$ cat config.mk
export PLATFORM = sky130hd
export DESIGN_NAME = regfile_sb
export DESIGN_NICKNAME = d
export VERILOG_FILES = /design/src/rtl/rf_pkg.sv /design/src/rtl/rf_read_port.sv /design/src/rtl/regfile_sb.sv
export SDC_FILE = /design/constraint.sdc
export NUM_CORES = 2
export LEC_CHECK = 0
export CAP_MARGIN = 40
export CORE_MARGIN = 5
export CORE_UTILIZATION = 40
export CTS_BUF_LIST = sky130_fd_sc_hd__clkbuf_8
export CTS_CLUSTER_DIAMETER = 200
export CTS_CLUSTER_SIZE = 14
export DETAILED_ROUTE_END_ITERATION = 10
export SYNTH_ARGS = -nofsm -noshare
export SYNTH_HDL_FRONTEND = slang
export SYNTH_SLANG_ARGS = --single-unit
$ cat constraint.sdc
create_clock -name clk -period 4.6 [get_ports clk]
set_clock_uncertainty 0.05 [all_clocks]
set_input_delay 0.69 -clock clk [delete_from_list [all_inputs] [get_ports clk]]
set_output_delay 0.69 -clock clk [all_outputs]
set_load 0.1 [all_outputs]
$ cat src/rtl/rf_pkg.sv
// rf_pkg: shared defaults and helpers for the scoreboarded register file
package rf_pkg;
  localparam int XLEN_D = 32;
  localparam int NREGS_D = 32;
  function automatic logic [8:0] popcount(input logic [255:0] v);
    popcount = '0;
    for (int i = 0; i < 256; i++) popcount += 9'(v[i]);
  endfunction
endpackage

$ cat src/rtl/rf_read_port.sv
// rf_read_port: one combinational read port with zero check, writeback bypass and ready logic
module rf_read_port
  import rf_pkg::*;
#(
  parameter int XLEN = XLEN_D,
  parameter int AW = 5,
  parameter bit BYPASS = 1'b1
) (
  input  logic                 kill,
  input  logic [AW-1:0]        ra,
  input  logic [1:0]           we,
  input  logic [1:0][AW-1:0]   wa,
  input  logic [1:0][XLEN-1:0] wd,
  input  logic [XLEN-1:0]      rf_val,
  input  logic                 busy,
  output logic [XLEN-1:0]      rd,
  output logic                 rrdy
);
  logic zero, hit0, hit1;
  assign zero = kill || ra == '0;
  assign hit1 = BYPASS && we[1] && wa[1] == ra;
  assign hit0 = BYPASS && we[0] && wa[0] == ra;
  assign rd = zero ? '0 : hit1 ? wd[1] : hit0 ? wd[0] : rf_val;
  assign rrdy = zero || hit1 || hit0 || !busy;
endmodule

$ cat src/rtl/regfile_sb.sv
// regfile_sb: register file with two writeback ports, bypass and a busy scoreboard
module regfile_sb
  import rf_pkg::*;
#(
  parameter int XLEN = XLEN_D,
  parameter int NREGS = NREGS_D,
  parameter int NREAD = 2,
  parameter bit BYPASS = 1'b1,
  localparam int AW = $clog2(NREGS)
) (
  input  logic                     clk,
  input  logic                     reset,
  input  logic [NREAD-1:0][AW-1:0] ra,
  output logic [NREAD-1:0][XLEN-1:0] rd,
  output logic [NREAD-1:0]         rrdy,
  input  logic                     iss_en,
  input  logic [AW-1:0]            iss_rd,
  input  logic [1:0]               we,
  input  logic [1:0][AW-1:0]       wa,
  input  logic [1:0][XLEN-1:0]     wd,
  output logic [AW:0]              nbusy
);
  typedef struct packed {
    logic            we;
    logic [AW-1:0]   wa;
    logic [XLEN-1:0] wd;
  } wb_port_t;
  wb_port_t wb [2];
  logic [XLEN-1:0] rf_q [NREGS];
  logic [NREGS-1:0] busy_q, busy_d;
  logic [AW:0] nbusy_q, nbusy_d;
  logic iss_hit, set_b, clr0, clr1;
  always_comb begin
    for (int k = 0; k < 2; k++) wb[k] = '{we[k], wa[k], wd[k]};
  end
  assign iss_hit = iss_en && iss_rd != '0;
  assign set_b = iss_hit && !busy_q[iss_rd];
  assign clr0 = wb[0].we && wb[0].wa != '0 && busy_q[wb[0].wa] && !(iss_hit && iss_rd == wb[0].wa);
  assign clr1 = wb[1].we && wb[1].wa != '0 && busy_q[wb[1].wa] && !(iss_hit && iss_rd == wb[1].wa)
             && !(wb[0].we && wb[0].wa == wb[1].wa);
  assign nbusy_d = nbusy_q + (AW+1)'(set_b) - (AW+1)'(clr0) - (AW+1)'(clr1);
  assign nbusy = nbusy_q;
  always_comb begin
    busy_d = busy_q;
    for (int k = 0; k < 2; k++) if (wb[k].we && wb[k].wa != '0) busy_d[wb[k].wa] = 1'b0;
    if (iss_hit) busy_d[iss_rd] = 1'b1;
  end
  always_ff @(posedge clk) begin
    if (reset) begin
      rf_q <= '{default: '0};
      busy_q <= '0;
      nbusy_q <= '0;
    end else begin
      for (int k = 0; k < 2; k++) if (wb[k].we && wb[k].wa != '0) rf_q[wb[k].wa] <= wb[k].wd;
      busy_q <= busy_d;
      nbusy_q <= nbusy_d;
      assert (9'(nbusy_q) == popcount(256'(busy_q)));
    end
  end
  for (genvar i = 0; i < NREAD; i++) begin : g_rp
    rf_read_port #(.XLEN(XLEN), .AW(AW), .BYPASS(BYPASS)) u_rp (
      .kill(reset), .ra(ra[i]), .we(we), .wa(wa), .wd(wd),
      .rf_val(rf_q[ra[i]]), .busy(busy_q[ra[i]]), .rd(rd[i]), .rrdy(rrdy[i])
    );
  end
endmodule

Word level (Yosys, flattened, before mapping)
Cells that the tools add are included.
{"block": "word_totals", "in_bits": 94, "elab_cells": 147, "out_inout_bits": 72, "ff_bits": 1062}
{"block": "op_classes", "n_bitwise": 9, "eq_ne": 7, "n_mux": 40, "addsub": 3, "reduce_logical": 40, "magnitude_cmp": 14}
{"operator": "$mux 1024", "count": 3}
{"operator": "$bwmux 1024", "count": 2}
{"operator": "$mux 32", "count": 15}
{"operator": "$bmux 32 s5", "count": 2}
{"operator": "$demux 32 s5", "count": 2}
{"operator": "$and 32x32->32", "count": 2}
{"operator": "$not 32->32", "count": 2}
{"operator": "$eq 5x5->1", "count": 7}
{"operator": "$or 32x32->32", "count": 1}
{"operator": "$lt 5x6->1 const B", "count": 5}
{"operator": "$bmux 1 s5", "count": 5}
{"operator": "$ge 6x6->1 const B", "count": 4}
{"operator": "$not 5->6", "count": 4}
{"operator": "$logic_and 1x1->1", "count": 21}
{"operator": "$demux 1 s5", "count": 3}
{"operator": "$ge 5x1->1 const B", "count": 3}
{"operator": "$reduce_bool 5->1", "count": 3}
{"operator": "$lt 6x1->1 const B", "count": 2}
{"operator": "$sub 6x1->6", "count": 2}
{"operator": "$logic_not 5->1", "count": 2}
{"operator": "$logic_or 1x1->1", "count": 8}
{"operator": "$mux 1", "count": 8}
{"operator": "$add 6x1->6", "count": 1}
{"operator": "$logic_not 1->1", "count": 6}

Logic depth before layout (Yosys ltp)
{"block": "logic_depth", "ltp_word": 11, "depth_mapped": 18, "mapped_depth_nobuf": 15}

Hierarchy
From an unflattened synthesis, not the netlist that was laid out.
{"block": "unflattened", "cells_unflattened": 6834, "area_unflattened_um2": 65999.5}
{"module": "regfile_sb", "seq_area_each_um2": 21260.4, "cells_each": 6482, "n_inst": 1, "area_per_inst_um2": 63915.0}
{"module": "rf_read_port", "seq_area_each_um2": 0.0, "cells_each": 176, "n_inst": 2, "area_per_inst_um2": 1042.2}

Worst setup path before layout
No wires, ideal clock.
{"block": "synth_timing", "path_type": "input -> output", "start": "input port wa[3] (netlist name)", "end": "output port rd[22] (netlist name)", "path_stages": 8, "t_required_ps": 3860, "arrival_time_ps": 4236, "setup_slack_ps": -376, "path_cell_list": "buf_4 xor2_1 nor4_1 and3_1 buf_2 clkbuf_1 nor2_1 o31ai_1"}
{"element": "start, declared", "line": "regfile_sb.sv:19", "text": "input logic [1:0][AW-1:0] wa,"}
{"element": "end, declared", "line": "regfile_sb.sv:14", "text": "output logic [NREAD-1:0][XLEN-1:0] rd,"}

==> reports/qor.yml <==
max-cap-violations: 0
die_h_um: 418
syn_area_per_cell_um2: 9.15
grt.total_usage_pct: 33.1
final_area_um2: 73200
dp_hpwl_um: 186000
dpl_cell_area_um2: 71900
cts.sink_count: 1062
irDropWorstVdd_mv: 0.191
synth_edf_count: 0
required_ns: 3.86
setup_ws_ns: 0.135
yosysWarnings: 0
final_max_slew_viol_count: 0
hp-class: "in2reg"
finalHoldViolations: 0
setup_viol: 0
grt_max_degree: 201
dp_slack_ns: -0.374
grt_pass1_wl_um: 435000
yosysTopAreaCell: "dfxtp_1"
p_sw_share_pct: 33.2
grt_pass1_vias: 61414
sequential_cell_area_um2: 21300
max_stage_delay_ns: 0.71
p_switching_uw: 6140
ys_ff_latch: 1062
cts_setup_buffers: 0
fin_crit_ns: 4.46
power_uw: 18500
start_util_pct: 40.3
synthTopCellsByCount: "dfxtp_1 (1062), nor2_1 (1046), mux2i_1 (676)"
cts_resized: 0
synth_nets: 7358
criticalPathCategory: "in2out"
tightest_slew_ns: 1.12
pwr-share-seq_pct: 51.6
netlist_area_um2: 66400
crit_chain: "clkdlybuf4s50_1 -> buf_4 -> xor2_1 -> nor4_1 -> and3_2 -> or4b_2 -> buf_12 -> o221ai_2 -> buf_4 -> buf_12"
cp-end-kind: "output port"
synth.yosys.seq_area_share_pct: 32.0
status: "completed"
final_antenna_net_count: 0
synth_top_cell_area_share_pct: 32.0
grt_antenna_before_repair: 13
die_area_um2: 174000
path_max_fanout: 31
fmax_mhz: 224
routed_wl_um: 302000
syn_to_final_growth_pct: 10.2
async_flop_share_pct: 0
nets: 6967
cp_slowest_cell: "clkdlybuf4s50_1"
critPathLaunchType: "primary input"
gp_congestion: 0.974
ctsHtreeMaxLevel: 3
syn_inst: 7256
drc: 0
wl_per_cell_um: 33.4
initialDrtViolationCount: 9426
port_buffers: 165
clockBufferDepth: 3
cpLargestDelayFamily: "buffers and inverters"
path_buf_inv: 5
yosys.cell_types.count: 69
rows: 149
nFillCells: 15470
io_pins: 166
grt_overflow: 0
die_x_um: 418
vias: 64857
avgViaCountPerCell: 7.15
min_period_over_period_pct: 97.1
p_leak_uw: 0.0247
synth_area_leaders: "dfxtp_1 (32%), mux4_2 (16%), mux2i_1 (10%)"
hold_buffers: 0
max_slew_margin_pct: 25.0
power_density_nw_per_um2: 252
multi_input_comb_area_um2: 41000
cp.arrival_ns: 3.72
cts_made_buffers: 85
pwr-share-clk_pct: 28.2
reg2reg_slack_ns: 0.59
cts_tree: "done"
internal-power_uw: 12300
first_pass_iters: 6
drive_gt1_share_pct: 17.7
ys.flop_type: "dfxtp_1"
yosysMostFrequentCell: "dfxtp_1"
core-area_um2: 165000
clk_latency_ns: 0.86
combPwrFrac_pct: 20.1
clk_pin_slew_ns: 0.12
rsz0062_at_grt: "false"
cts-root-buf: "clkbuf_8"
-- final cells by class --
cell class              instances  area share (%)
multi-input cells            5117            56.0
flip-flops and latches       1062            29.0
repair buffers                585            9.43
well taps                    2189            3.74
clock buffers                  87            1.64
clock inverters                 6          0.0820
inverters                      14          0.0718
diodes                          9          0.0308
-- routing by layer --
layer / vias up / track usage (%) / share of wire [%]
li1: 26533 / - / -
met1: 31980 / 42.1 / 37
met2: 5063 / 49.2 / 42
met3: 1279 / 9.32 / 13
met4: 2 / 21.8 / 7.9
met5: - / 0 / 0.0043
-- stage by stage --
stage                     instances  TNS (ns)  hold WS, ns  utilization [%]
final                          9069         0        0.186             44.4
after global routing           9066         0        0.188             44.4
after CTS                      9059         0        0.144             44.3
after detailed placement       8966    -0.583        0.420             43.6
after global placement         8936    -0.731        0.414             43.2
after floorplan                7256         0        0.401                -
-- state kept, by name (all words and copies together), names as in the netlist --
name and cells:
nbusy 6, busy_q 32, rf_q 1024
-- power groups by stage --
stage / Sequential (uW) / Clock, uW / Combinational [uW]
global route: 9550 / 5520 / 3790
detailed placement: 9730 / 0 / 3590
CTS: 9520 / 5190 / 3600
finish: 9530 / 5210 / 3720
global placement: 9720 / 0 / 3500
floorplan: 9790 / 0 / 2070
-- path summary, 6_finish.rpt --
path / startpoint / end / cells past startpoint
setup reg to reg: busy_q[7]$_SDFF_PP0_ / nbusy[5]$_SDFF_PP0_ / 14
hold reg to reg: rf_q[1000]$_SDFF_PP0_ / rf_q[1000]$_SDFF_PP0_ / 1
hold / removal: reset / nbusy[4]$_SDFF_PP0_ / 2
setup / recovery: wa[1] / rd[19] / 10
-- worst reg2reg max path: stages (launching register included) --
cell,delay [ns]
dfxtp_1,0.44
mux4_2,0.52
nand3b_1,0.10
a21oi_1,0.06
a2111oi_0,0.50
buf_4,0.20
a311o_1,0.17
fa_1,0.44
ha_1,0.20
ha_1,0.24
fa_1,0.42
a21o_1,0.20
a21oi_1,0.18
xnor2_1,0.14
nor2_1,0.05
-- placed cells by master, fill, tap and decap left out, drive strengths merged, types with 88 or more instances in the layout --
| cell | count |
|---|---|
| o21ai | 194 |
| nor2 | 1052 |
| mux2i | 676 |
| a311oi | 512 |
| nand3 | 403 |
| clkdlybuf4s50 | 88 |
| dfxtp | 1062 |
| o221ai | 94 |
| a211oi | 481 |
| nand2 | 650 |
| a22oi | 95 |
| buf | 497 |
| mux4 | 465 |
-- logic make-up after synthesis --
logic type / after synthesis / share of synthesized area (%)
buffers and inverters: 1077 / 7.14
AO/OA/AOI/OAI: 1711 / 20.4
flip-flops: 1062 / 32.0
AND/OR/NAND/NOR: 2216 / 13.8
adder cells (fa/ha/maj): 8 / 0.173
multiplexers: 1143 / 26.0
XOR/XNOR: 39 / 0.514
Power figures use the tool's default switching activity.
